[src/rtl/dp_types_pkg.sv]
// Shared types and default sizing for the memory request sequencer.
// The watchdog defaults can be overridden per instance of mem_request_unit.
package dp_types_pkg;

  typedef enum logic [1:0] {
    FETCH  = 2'd0,
    DATA   = 2'd1,
    HALTED = 2'd2,
    ERROR  = 2'd3
  } req_state_t;

  localparam int TIMEOUT_CYCLES_DEF = 255;
  localparam int CNT_W_DEF          = 8;

endpackage

[src/rtl/mem_request_unit_req_watchdog.sv]
// Saturating count of consecutive DATA cycles without dhit.
// expired flags the last allowed stall cycle; a zero timeout disables it.
module req_watchdog #(
  parameter int TIMEOUT_CYCLES = 255,
  parameter int CNT_W          = 8
) (
  input  logic CLK,
  input  logic nRST,
  input  logic clear,
  input  logic count_en,
  output logic expired
);

  localparam logic [CNT_W-1:0] LIMIT = CNT_W'(TIMEOUT_CYCLES - 1);

  logic [CNT_W-1:0] cnt_q, cnt_d;

  always_comb begin
    cnt_d = cnt_q;
    if (clear) begin
      cnt_d = '0;
    end else if (count_en && (cnt_q != {CNT_W{1'b1}})) begin
      cnt_d = cnt_q + 1'b1;
    end
  end

  always_ff @(posedge CLK or negedge nRST) begin
    if (!nRST) begin
      cnt_q <= '0;
    end else begin
      cnt_q <= cnt_d;
    end
  end

  // Compare on the current count so the stall cycle that reaches the limit is the last one.
  assign expired = (TIMEOUT_CYCLES != 0) && (cnt_q == LIMIT);

endmodule

[src/rtl/mem_request_unit.sv]
// Turns decoded per-instruction memory intent into imem/dmem requests,
// gating PC advance until the access completes; owns sticky halt and watchdog error.
module mem_request_unit
  import dp_types_pkg::*;
#(
  parameter int TIMEOUT_CYCLES = TIMEOUT_CYCLES_DEF,
  parameter int CNT_W          = CNT_W_DEF
) (
  input  logic CLK,
  input  logic nRST,
  input  logic dREN_in,
  input  logic dWEN_in,
  input  logic halt_in,
  input  logic ihit,
  input  logic dhit,
  output logic imemREN,
  output logic dmemREN,
  output logic dmemWEN,
  output logic pc_en,
  output logic halt,
  output logic err
);

  req_state_t state_q, state_d;
  logic       dren_q, dren_d;
  logic       dwen_q, dwen_d;
  logic       halt_q, halt_d;
  logic       err_q, err_d;
  logic       pc_en_c;
  logic       wd_clear, wd_count, wd_expired;

  assign wd_clear = (state_q != DATA);
  assign wd_count = (state_q == DATA) && !dhit;

  req_watchdog #(
    .TIMEOUT_CYCLES(TIMEOUT_CYCLES),
    .CNT_W         (CNT_W)
  ) u_watchdog (
    .CLK     (CLK),
    .nRST    (nRST),
    .clear   (wd_clear),
    .count_en(wd_count),
    .expired (wd_expired)
  );

  always_comb begin
    state_d = state_q;
    dren_d  = dren_q;
    dwen_d  = dwen_q;
    halt_d  = halt_q;
    err_d   = err_q;
    pc_en_c = 1'b0;
    case (state_q)
      FETCH: begin
        if (ihit) begin
          if (halt_in) begin
            state_d = HALTED;
            halt_d  = 1'b1;
          end else if (dREN_in || dWEN_in) begin
            // A store wins when both intents are decoded.
            state_d = DATA;
            dwen_d  = dWEN_in;
            dren_d  = dREN_in && !dWEN_in;
          end else begin
            pc_en_c = 1'b1;
          end
        end
      end
      DATA: begin
        if (dhit) begin
          state_d = FETCH;
          pc_en_c = 1'b1;
          dren_d  = 1'b0;
          dwen_d  = 1'b0;
        end else if (wd_expired) begin
          state_d = ERROR;
          err_d   = 1'b1;
          halt_d  = 1'b1;
          dren_d  = 1'b0;
          dwen_d  = 1'b0;
        end
      end
      default: begin
        dren_d = 1'b0;
        dwen_d = 1'b0;
      end
    endcase
  end

  always_ff @(posedge CLK or negedge nRST) begin
    if (!nRST) begin
      state_q <= FETCH;
      dren_q  <= 1'b0;
      dwen_q  <= 1'b0;
      halt_q  <= 1'b0;
      err_q   <= 1'b0;
    end else begin
      state_q <= state_d;
      dren_q  <= dren_d;
      dwen_q  <= dwen_d;
      halt_q  <= halt_d;
      err_q   <= err_d;
    end
  end

  // PC must not move while reset is held, even if memory reports ihit.
  assign pc_en    = pc_en_c && nRST;
  assign imemREN  = (state_q == FETCH);
  assign dmemREN  = dren_q;
  assign dmemWEN  = dwen_q;
  assign halt     = halt_q;
  assign err      = err_q;

endmodule

[config.mk]
export PLATFORM = sky130hd
export DESIGN_NAME = mem_request_unit
export DESIGN_NICKNAME = d
export VERILOG_FILES = /design/src/rtl/dp_types_pkg.sv /design/src/rtl/mem_request_unit_req_watchdog.sv /design/src/rtl/mem_request_unit.sv
export SDC_FILE = /design/constraint.sdc
export NUM_CORES = 1
export LEC_CHECK = 0
export BUFFER_PORTS_ARGS = -buffer_cell sky130_fd_sc_hd__clkbuf_2
export CAP_MARGIN = 20
export CORE_AREA = 3 3 47 49
export DETAILED_ROUTE_END_ITERATION = 8
export DIE_AREA = 0 0 50 52
export GPL_ROUTABILITY_DRIVEN = 0
export SLEW_MARGIN = 20
export SYNTH_ARGS = -nofsm -noshare
export SYNTH_HDL_FRONTEND = slang
export SYNTH_SLANG_ARGS = --single-unit
[constraint.sdc]
create_clock -name CLK -period 3.8 [get_ports CLK]
set_clock_uncertainty 0.1 [all_clocks]
set_input_delay 0.19 -clock CLK [delete_from_list [all_inputs] [get_ports CLK]]
set_output_delay 0.19 -clock CLK [all_outputs]
set_load 0.01 [all_outputs]
==> results of run 1 <==
sequential cells by signal (all words and copies together), names as in the netlist:
signal	cells
dmemWEN	1
halt	1
u_watchdog.cnt_q	8
err	1
dmemREN	1
state_q	2
per-stage QoR:
stage	util [%]	cells	setup slack, ps
2_1_floorplan	-	81	2330
3_3_place_gp	46.2	118	2250
3_5_place_dp	46.2	118	2200
4_1_cts	48.6	123	2030
5_1_grt	48.6	123	1970
6_report	48.6	123	2050
cells by family (layout without fill, tap and decap cells):
kind of cell	after synthesis	after routing
AND/OR/NAND/NOR	35	35
AO/OA/AOI/OAI	24	24
flip-flops	14	14
buffers and inverters	5	20
adder cells (fa/ha/maj)	2	2
XOR/XNOR	1	1
cells in the mapped netlist (2+ instances only):
cell type,instances
nor2_1,6
and3_1,2
dfrtp_1,14
a21oi_1,4
a211oi_1,2
and4b_1,2
nand3_1,3
ha_1,2
nor3_1,3
nand2_1,5
o21ai_0,7
a31oi_1,7
nor3b_1,2
nor2b_1,2
inv_1,3
worst max-delay path, cell delays in order:
cell and delay, ps:
dlygate4sd3_1 520, clkbuf_2 340, nor3b_1 230, clkbuf_2 160
repair_timing:
item | CTS | global route
endpoints found under the setup margin | 0 | 0
endpoints found under the hold margin | 14 | 0
resized for setup | 0 | 0
hold buffers | 1 | 0
routing by layer:
layer	vias up	routed length [um]	GRT usage [%]
met3	2	50	3.44
li1	335	-	-
met1	310	807	21.6
met2	10	732	21.3
met5	-	0	0
met4	0	12	6.91
power groups by stage:
stage	clock [mW]	combinational, mW	sequential (mW)
after CTS	0.113	0.0289	0.164
after floorplan	0	0.0160	0.166
final	0.109	0.0284	0.164
after global placement	0	0.0281	0.167
after global routing	0.119	0.0319	0.165
after detailed placement	0	0.0280	0.167
layout make-up:
class	count	area, um2	share of cell area [%]
well taps	27	33.8	3.65
repair buffers	13	70.1	7.58
clock buffers	4	36.3	3.92
multi-input cells	62	423	45.7
inverters	3	11.3	1.22
flip-flops and latches	14	350	37.9
cells in the final DEF, fill, tap and decap left out, types with 2 or more instances in the layout:
cell | netlist | final
nand2_1 | 5 | 5
clkbuf_4 | 0 | 3
nor3_1 | 3 | 3
clkbuf_2 | 0 | 12
a31oi_1 | 7 | 7
a211oi_1 | 2 | 2
and4b_1 | 2 | 2
a21oi_1 | 4 | 4
nor2b_1 | 2 | 2
inv_1 | 3 | 3
nand3_1 | 3 | 3
nor3b_1 | 2 | 2
dfrtp_1 | 14 | 14
ha_1 | 2 | 2
nor2_1 | 6 | 6
and3_1 | 2 | 2
o21ai_0 | 7 | 7
path summary, 6_finish.rpt:
check / startpoint / end / slack (ps) / depth (start not counted)
worst max-delay path: nRST / pc_en / 2050 / 4
worst min-delay path: dWEN_in / dmemWEN / 50 / 3
worst max register to register: u_watchdog.cnt_q[1] / u_watchdog.cnt_q[6] / 2200 / 5
worst min register to register: err / err / 370 / 1
max in group asynchronous: nRST / dmemWEN / 3070 / 2
min in group asynchronous: nRST / err / 250 / 2
==> flow_summary_export.csv, run 1 <==
group,metric,value,unit
logic_synthesis,ys_types,32,
sta,final_hold_viol_count,0,
die,die_y,52,um
routing,ant_nets,0,
cts,clk_pin_slew_worst_paths,80,ps
die,rows,16,
cts,cts_tree,"done",
die,start_util,42.1,%
outcome,outcome,"finished clean",
grt,first_global_vias,625,
power,powerDensity,326,nW/um2
routing,wire_per_inst,13.0,um
power,switching_share,25.5,%
cts,clock-sinks,14,
hold_path,min_path_type,"in -> reg",
routing,drtIter0Drc,7,
power,ir_drop,0.256,mV
routing,routed_wl,1.60,mm
final_layout,area_delta_synth_final,15.5,%
die,die_x,50,um
grt,grt_pass1_wl,2.94,mm
logic_synthesis,synthMuxAreaShare,0,%
sta,setup_tns,0,ps
setup_path,cp-end-kind,"primary output",
final_layout,fin_area,925,um2
final_layout,insertedDiodeCount,0,
logic_synthesis,yosys.area.top_type,"dfrtp_1",
power,p_seq_share,54.5,%
cts,post_cts_buffers,0,
setup_path,cp-start-kind,"primary input",
routing,vias_per_cell,5.34,
routing,vias,657,
cts,cts_root_buffer,"clkbuf_4",
cts,worstSkewPairLatency,280,ps
logic_synthesis,synthDominantCellAreaShare,43.8,%
logic_synthesis,ys_seq_area_share,43.8,%
logic_synthesis,postSynthCellCount,81,
final_layout,drive_gt1_share,22.9,%
setup_path,crit_required,3510,ps
logic_synthesis,async_reset_ff_share,100,%
power,pwr-share-comb,9.4,%
power,p_leak,0.405,nW
setup_path,cp_max_fo,15,
power,switchingPower,76.7,uW
logic_synthesis,synth_edf_count,0,
final_layout,nets,106,
place,place_area,878,um2
power,intPower,224,uW
routing,drt_pass1_iterations,4,
final_layout,fill_cells,180,
die,core_area,1900,um2
logic_synthesis,ys.flop_type,"dfrtp_1",
logic_synthesis,synth_top_family_by_area,"simple AND/OR/NAND/NOR gates",
logic_synthesis,synthXorXnorAreaFrac,1.09,%
logic_synthesis,synth_area_leaders,"dfrtp_1 44%, a31oi_1 5.5%, o21ai_0 4.4%",
grt,grt_max_degree,16,
logic_synthesis,synth-compound-area-share,20.6,%
sta,hold_slack,53.0,ps
logic_synthesis,ys_warn_count,0,
die,io-pin-count,13,
sta,timing.final.crit_share,45.9,%
logic_synthesis,syn_area,801,um2
grt,grt_overflow,0,
logic_synthesis,yosys.area_share.simple,28.0,%
cts,numCtsBuffers,3,
die,die_area,2600,um2
sta,grt_setup_unrepaired,"no",
power,p_total,301,uW
setup_path,path_class,"in -> out",
grt,grt_use_total,15.1,%
logic_synthesis,synthAdderAreaFrac,3.13,%
logic_synthesis,ys_ff_latch,14,
place,port_buffers,12,
routing,drc,0,
setup_path,cp_data_arrival_time,1460,ps
sta,setup_viol,0,
sta,worstMarginPinSlew,384,ps
cts,ctsHtreeMaxLevel,1,
place,dp_hpwl,1.17,mm
job,drv_cap,0,
sta,slew_headroom,74.4,%
logic_synthesis,synth_fp_nets,90,
sta,fmax,573,MHz
power,power.clock.fraction,36.1,%
sta,slew_viol_final,0,
sta,period_minus_slack,1750,ps
cts,clock_path_buffers,2,
grt,antenna_found_initial,0,
logic_synthesis,avgSynthCellArea,9.89,um2
Note: power is estimated with default switching activity, not from simulation.
==> inputs of run 2 (changes only) <==
--- a/config.mk
+++ b/config.mk
@@ -5,6 +5,7 @@
 export SDC_FILE = /design/constraint.sdc
 export NUM_CORES = 1
 export LEC_CHECK = 0
+export ABC_AREA = 1
 export BUFFER_PORTS_ARGS = -buffer_cell sky130_fd_sc_hd__clkbuf_2
 export CAP_MARGIN = 20
 export CORE_AREA = 3 3 47 49
==> constraint.sdc (replaced) <==
create_clock -name CLK -period 1.7 [get_ports CLK]
set_clock_uncertainty 0.1 [all_clocks]
set_input_delay 0.085 -clock CLK [delete_from_list [all_inputs] [get_ports CLK]]
set_output_delay 0.085 -clock CLK [all_outputs]
set_load 0.01 [all_outputs]
==> run 2 against run 1 <==
Net effect: global-route usage increased by 0.51 points; die area unchanged; worst setup slack got worse by 1900 ps; final cell count increased by 33%; highest routed layer unchanged.
==> flow_summary_export.csv, run 2 <==
group,metric,value,unit
outcome,outcome,"finished clean",
setup_path,path_class,"reg -> out",
setup_path,cp-start-kind,"register",
routing,drt_pass1_iterations,3,
routing,ant_nets,0,
logic_synthesis,synth_fp_nets,128,
die,start_util,43.7,%
setup_path,cp_data_arrival_time,1400,ps
cts,cts_root_buffer,"clkbuf_4",
cts,ctsHtreeMaxLevel,1,
setup_path,cp-end-kind,"primary output",
power,ir_drop,0.286,mV
routing,wire_per_inst,10.6,um
final_layout,layout_commonest_cell,"nand2_1",
place,port_buffers,12,
final_layout,final_cell_mix,"40 x nand2_1, 17 x inv_1, 15 x nor2_1",
routing,vias,754,
die,io-pin-count,13,
grt,grt_max_degree,15,
sta,setup_viol,0,
logic_synthesis,synth_area_leaders,"dfrtp_1 42%, nand2_1 18%, inv_1 7.7%",
sta,slew_headroom,78.3,%
logic_synthesis,ys.flop_type,"dfrtp_1",
final_layout,fin_area,967,um2
power,p_leak,0.509,nW
cts,clock-sinks,14,
hold_path,min_path_type,"in -> reg",
die,rows,16,
cts,worstSkewPairLatency,270,ps
cts,post_cts_buffers,0,
logic_synthesis,yosys.area.top_type,"dfrtp_1",
power,p_seq_share,61.4,%
die,die_area,2600,um2
routing,drc,0,
sta,worstMarginPinSlew,322,ps
grt,grt_pass1_wl,3.01,mm
final_layout,insertedDiodeCount,0,
logic_synthesis,ys_seq_area_share,42.2,%
logic_synthesis,synth.most_common_cell,"nand2_1",
power,power.clock.fraction,34.1,%
final_layout,area_delta_synth_final,16.4,%
setup_path,cp_max_fo,5,
sta,final_hold_viol_count,0,
logic_synthesis,synthDominantCellAreaShare,42.2,%
final_layout,largest_register_ffs,8,
cts,cts_tree,"done",
logic_synthesis,syn_area,831,um2
power,switching_share,21.6,%
logic_synthesis,synth_edf_count,0,
sta,slew_viol_final,0,
final_layout,instances_no_fill,163,
die,die_y,52,um
logic_synthesis,ys_types,16,
power,intPower,425,uW
logic_synthesis,avgSynthCellArea,6.98,um2
sta,grt_setup_unrepaired,"no",
sta,fmax,630,MHz
logic_synthesis,ys_warn_count,0,
grt,antenna_found_initial,0,
cts,clk_pin_slew_worst_paths,80,ps
final_layout,fill_cells,210,
routing,drtIter0Drc,6,
sta,hold_slack,47.6,ps
grt,grt_overflow,0,
die,die_x,50,um
place,place_area,932,um2
grt,first_global_vias,701,
die,core_area,1900,um2
final_layout,utilization,50.9,%
place,place_ws,237,ps
power,switchingPower,117,uW
sta,timing.final.crit_share,93.3,%
power,powerDensity,560,nW/um2
sta,setup_tns,0,ps
logic_synthesis,postSynthCellCount,119,
logic_synthesis,async_reset_ff_share,100,%
power,p_total,542,uW
cts,numCtsBuffers,3,
job,drv_cap,0,
logic_synthesis,synthTopCellsByCount,"40 x nand2_1, 17 x inv_1, 16 x nor2_1, 14 x dfrtp_1, 9 x nand3_1",
grt,grt_use_total,15.6,%
sta,setup_slack,114,ps
routing,vias_per_cell,4.63,
final_layout,drive_gt1_share,16.9,%
sta,period_minus_slack,1590,ps
place,post-place-cells,159,
final_layout,nets,147,
logic_synthesis,ys_ff_latch,14,
power,pwr-share-comb,4.5,%
setup_path,crit_required,1510,ps
final_layout,reg_top3,"u_watchdog.cnt_q (8), state_q (2)",
final_layout,top_register,"u_watchdog.cnt_q",
place,dp_hpwl,1.32,mm
routing,routed_wl,1.72,mm
cts,clock_path_buffers,2,
## run 2: cell count changes in the layout (fill, tap and decap cells not counted), sizes merged, moves of 4 or more
| cell | delta |
|---|---|
| nand2 | +37 |
| inv | +16 |
| nor2 | +11 |
| a31oi | -7 |
| nand3 | +6 |
| a21oi | -4 |
| nand4 | +4 |
| o21ai | -4 |
## run 2: worst paths after layout
check	slack (ps)	start	depth (start not counted)	end
worst max-delay path	110	state_q[0]	5	pc_en
worst min-delay path	50	dREN_in	5	dmemREN
worst max register to register	220	u_watchdog.cnt_q[0]	9	u_watchdog.cnt_q[7]
worst min register to register	370	halt	2	halt
max in group asynchronous	1100	nRST	3	state_q[1]
min in group asynchronous	230	nRST	3	u_watchdog.cnt_q[0]
## run 2: repair_timing
action,4_1_cts,5_1_grt
gates resized for setup,1,0
endpoints found under the hold margin,14,0
hold buffers,1,0
endpoints found under the setup margin,1,0
## run 2: final cells by class
cell class	count	area, um2	area share (%)
flip-flops and latches	14	350	36.2
well taps	27	33.8	3.49
clock buffers	3	22.5	2.33
repair buffers	14	77.6	8.02
multi-input cells	86	412	42.6
inverters	19	71.3	7.37
## run 2: cell families (layout without fill, tap and decap cells)
kind of cell	Yosys count	in the layout	synth area share, %
and+or+nand+nor	75	75	38.9
adders and majority gates	2	2	3.01
AOI/OAI and AO/OA	6	6	4.22
xor gates and xnor gates	3	3	3.16
DFF	14	14	42.2
buffers and inverters	19	36	8.58
## run 2: power groups by stage
stage | sequential (mW) | combinational (mW) | clock (mW)
floorplan | 0.339 | 0.00570 | 0
global placement | 0.339 | 0.0235 | 0
detailed placement | 0.339 | 0.0235 | 0
CTS | 0.333 | 0.0254 | 0.190
global route | 0.333 | 0.0286 | 0.212
finish | 0.333 | 0.0246 | 0.184
## run 2: routing by layer
layer	vias to the layer above	wire length [um]	GRT usage (%)
li1	404	-	-
met1	334	832	19.7
met2	12	829	25.4
met3	4	42	3.44
met4	0	19	6.91
met5	-	0	0
## run 2: worst max-delay path, cell delays in order, from the launching register on
cell and delay (ps):
dfrtp_1 430, nor2_2 210, nand3_1 120, o22ai_1 110, and2_1 140, clkbuf_2 120
==> inputs of run 3 (changes only) <==
--- a/config.mk
+++ b/config.mk
@@ -12,6 +12,7 @@
 export DETAILED_ROUTE_END_ITERATION = 8
 export DIE_AREA = 0 0 50 52
 export GPL_ROUTABILITY_DRIVEN = 0
+export GPL_TIMING_DRIVEN = 0
 export SLEW_MARGIN = 20
 export SYNTH_ARGS = -nofsm -noshare
 export SYNTH_HDL_FRONTEND = slang
==> run 3 against run 2 <==
Net effect: hold slack got worse by 4.9 ps; combinational power fell by 7%; non-clock buffer count fell by 1; critical path type unchanged.
==> flow_summary_export.csv, run 3 (synthesized netlist as in run 2, its figures left out) <==
group,metric,value,unit
cts,cts_tree,"done",
final_layout,top_register,"u_watchdog.cnt_q",
final_layout,layout_commonest_cell,"nand2_1",
setup_path,r2r_setup_slack,200,ps
cts,post_cts_buffers,0,
setup_path,reg2reg_to,"dmemWEN",
sta,slew_viol_final,0,
sta,slew_headroom,74.2,%
power,powerDensity,568,nW/um2
final_layout,fin_area,965,um2
place,post-place-cells,158,
grt,antenna_found_initial,0,
cts,clk_pin_slew_worst_paths,90,ps
setup_path,crit_required,1510,ps
place,dp_hpwl,1.29,mm
routing,wire_per_inst,10.4,um
final_layout,area_delta_synth_final,16.1,%
power,ir_drop,0.397,mV
sta,final_hold_viol_count,0,
grt,grt_overflow,0,
die,io-pin-count,13,
job,drv_cap,0,
grt,grt_use_total,15.1,%
final_layout,nets,146,
hold_path,hold_start,"dREN_in",
die,die_area,2600,um2
sta,fmax,638,MHz
setup_path,cp-end-kind,"primary output",
hold_path,min_to,"dmemREN",
setup_path,path_class,"reg -> out",
final_layout,instances_no_fill,162,
setup_path,reg2reg_depth,9,
place,port_buffers,12,
routing,drc,0,
sta,grt_setup_unrepaired,"no",
sta,setup_viol,0,
cts,clock-sinks,14,
routing,ant_nets,0,
sta,timing.final.crit_share,92.3,%
sta,setup_tns,0,ps
routing,routed_wl,1.68,mm
cts,clock_path_buffers,2,
setup_path,r2r_start,"u_watchdog.cnt_q[0]",
die,die_y,52,um
cts,numCtsBuffers,3,
cts,worstSkewPairLatency,280,ps
routing,vias_per_cell,4.80,
power,p_leak,0.504,nW
die,die_x,50,um
hold_path,min_path_type,"in -> reg",
routing,drt_pass1_iterations,4,
sta,setup_slack,132,ps
cts,cts_root_buffer,"clkbuf_4",
final_layout,reg_top3,"u_watchdog.cnt_q (8), state_q (2)",
setup_path,cp_max_fo,5,
die,core_area,1900,um2
setup_path,cp-start-kind,"register",
grt,grt_max_degree,16,
grt,grt_pass1_wl,2.95,mm
final_layout,final_cell_mix,"40 x nand2_1, 17 x inv_1, 15 x nor2_1",
cts,ctsHtreeMaxLevel,1,
final_layout,insertedDiodeCount,0,
final_layout,drive_gt1_share,16.3,%
place,place_ws,205,ps
outcome,outcome,"finished clean",
final_layout,largest_register_ffs,8,
die,rows,16,
grt,first_global_vias,752,
setup_path,cp_data_arrival_time,1380,ps
routing,drtIter0Drc,12,
die,start_util,43.7,%
place,place_area,925,um2
hold_path,whs_path_depth,5,
sta,worstMarginPinSlew,387,ps
sta,period_minus_slack,1570,ps
routing,vias,778,
## run 3: repair_timing
action / in CTS / in global routing
hold buffers: 1 / 0
gates resized for setup: 1 / 1
gates cloned: 0 / 0
setup endpoints to repair: 1 / 1
endpoints found under the hold margin: 14 / 0
## run 3: metal layers
layer  global-route usage, %  wire length (um)
met5                       0                 0
met4                    8.29                40
met3                    2.58                54
met2                    28.0               829
met1                    16.1               759
## run 3: worst max path at each step
stage | endpoint | cells after the start | startpoint | slack [ps]
2_1_floorplan | halt | 6 | state_q[1] | 360
3_3_place_gp | dmemREN | 9 | u_watchdog.cnt_q[0] | 230
3_5_place_dp | dmemWEN | 9 | u_watchdog.cnt_q[0] | 210
4_1_cts | pc_en | 5 | state_q[0] | 70
5_1_grt | pc_en | 5 | state_q[1] | 40
6_report | pc_en | 5 | state_q[1] | 130
## run 3: per-stage QoR
stage               total power, mW  hold slack (ps)  utilization, %
finish                        0.548             42.8            50.7
global route                  0.574             75.0            50.7
CTS                           0.557             36.9            50.5
detailed placement            0.361            -68.8            48.6
global placement              0.361            -73.5            48.6
floorplan                     0.345             -311               -
## run 3: worst max-delay path, cell delays in order, from the launching register on
cell	delay (ps)
dfrtp_1	460
inv_2	130
nand2_2	100
o22ai_1	160
and2_1	140
clkbuf_2	130
## run 3: cell type report
class | instances | area (um2)
repair buffers | 13 | 70.1
multi-input cells | 86 | 417
flip-flops and latches | 14 | 350
fillers | 209 | 937
well taps | 27 | 33.8
inverters | 19 | 71.3
clock buffers | 3 | 22.5
## run 3: power breakdown
part	switching, mW	internal [mW]
combinational	0.0145	0.00853
clock	0.110	0.0822
sequential	0	0.333
total	0.124	0.423
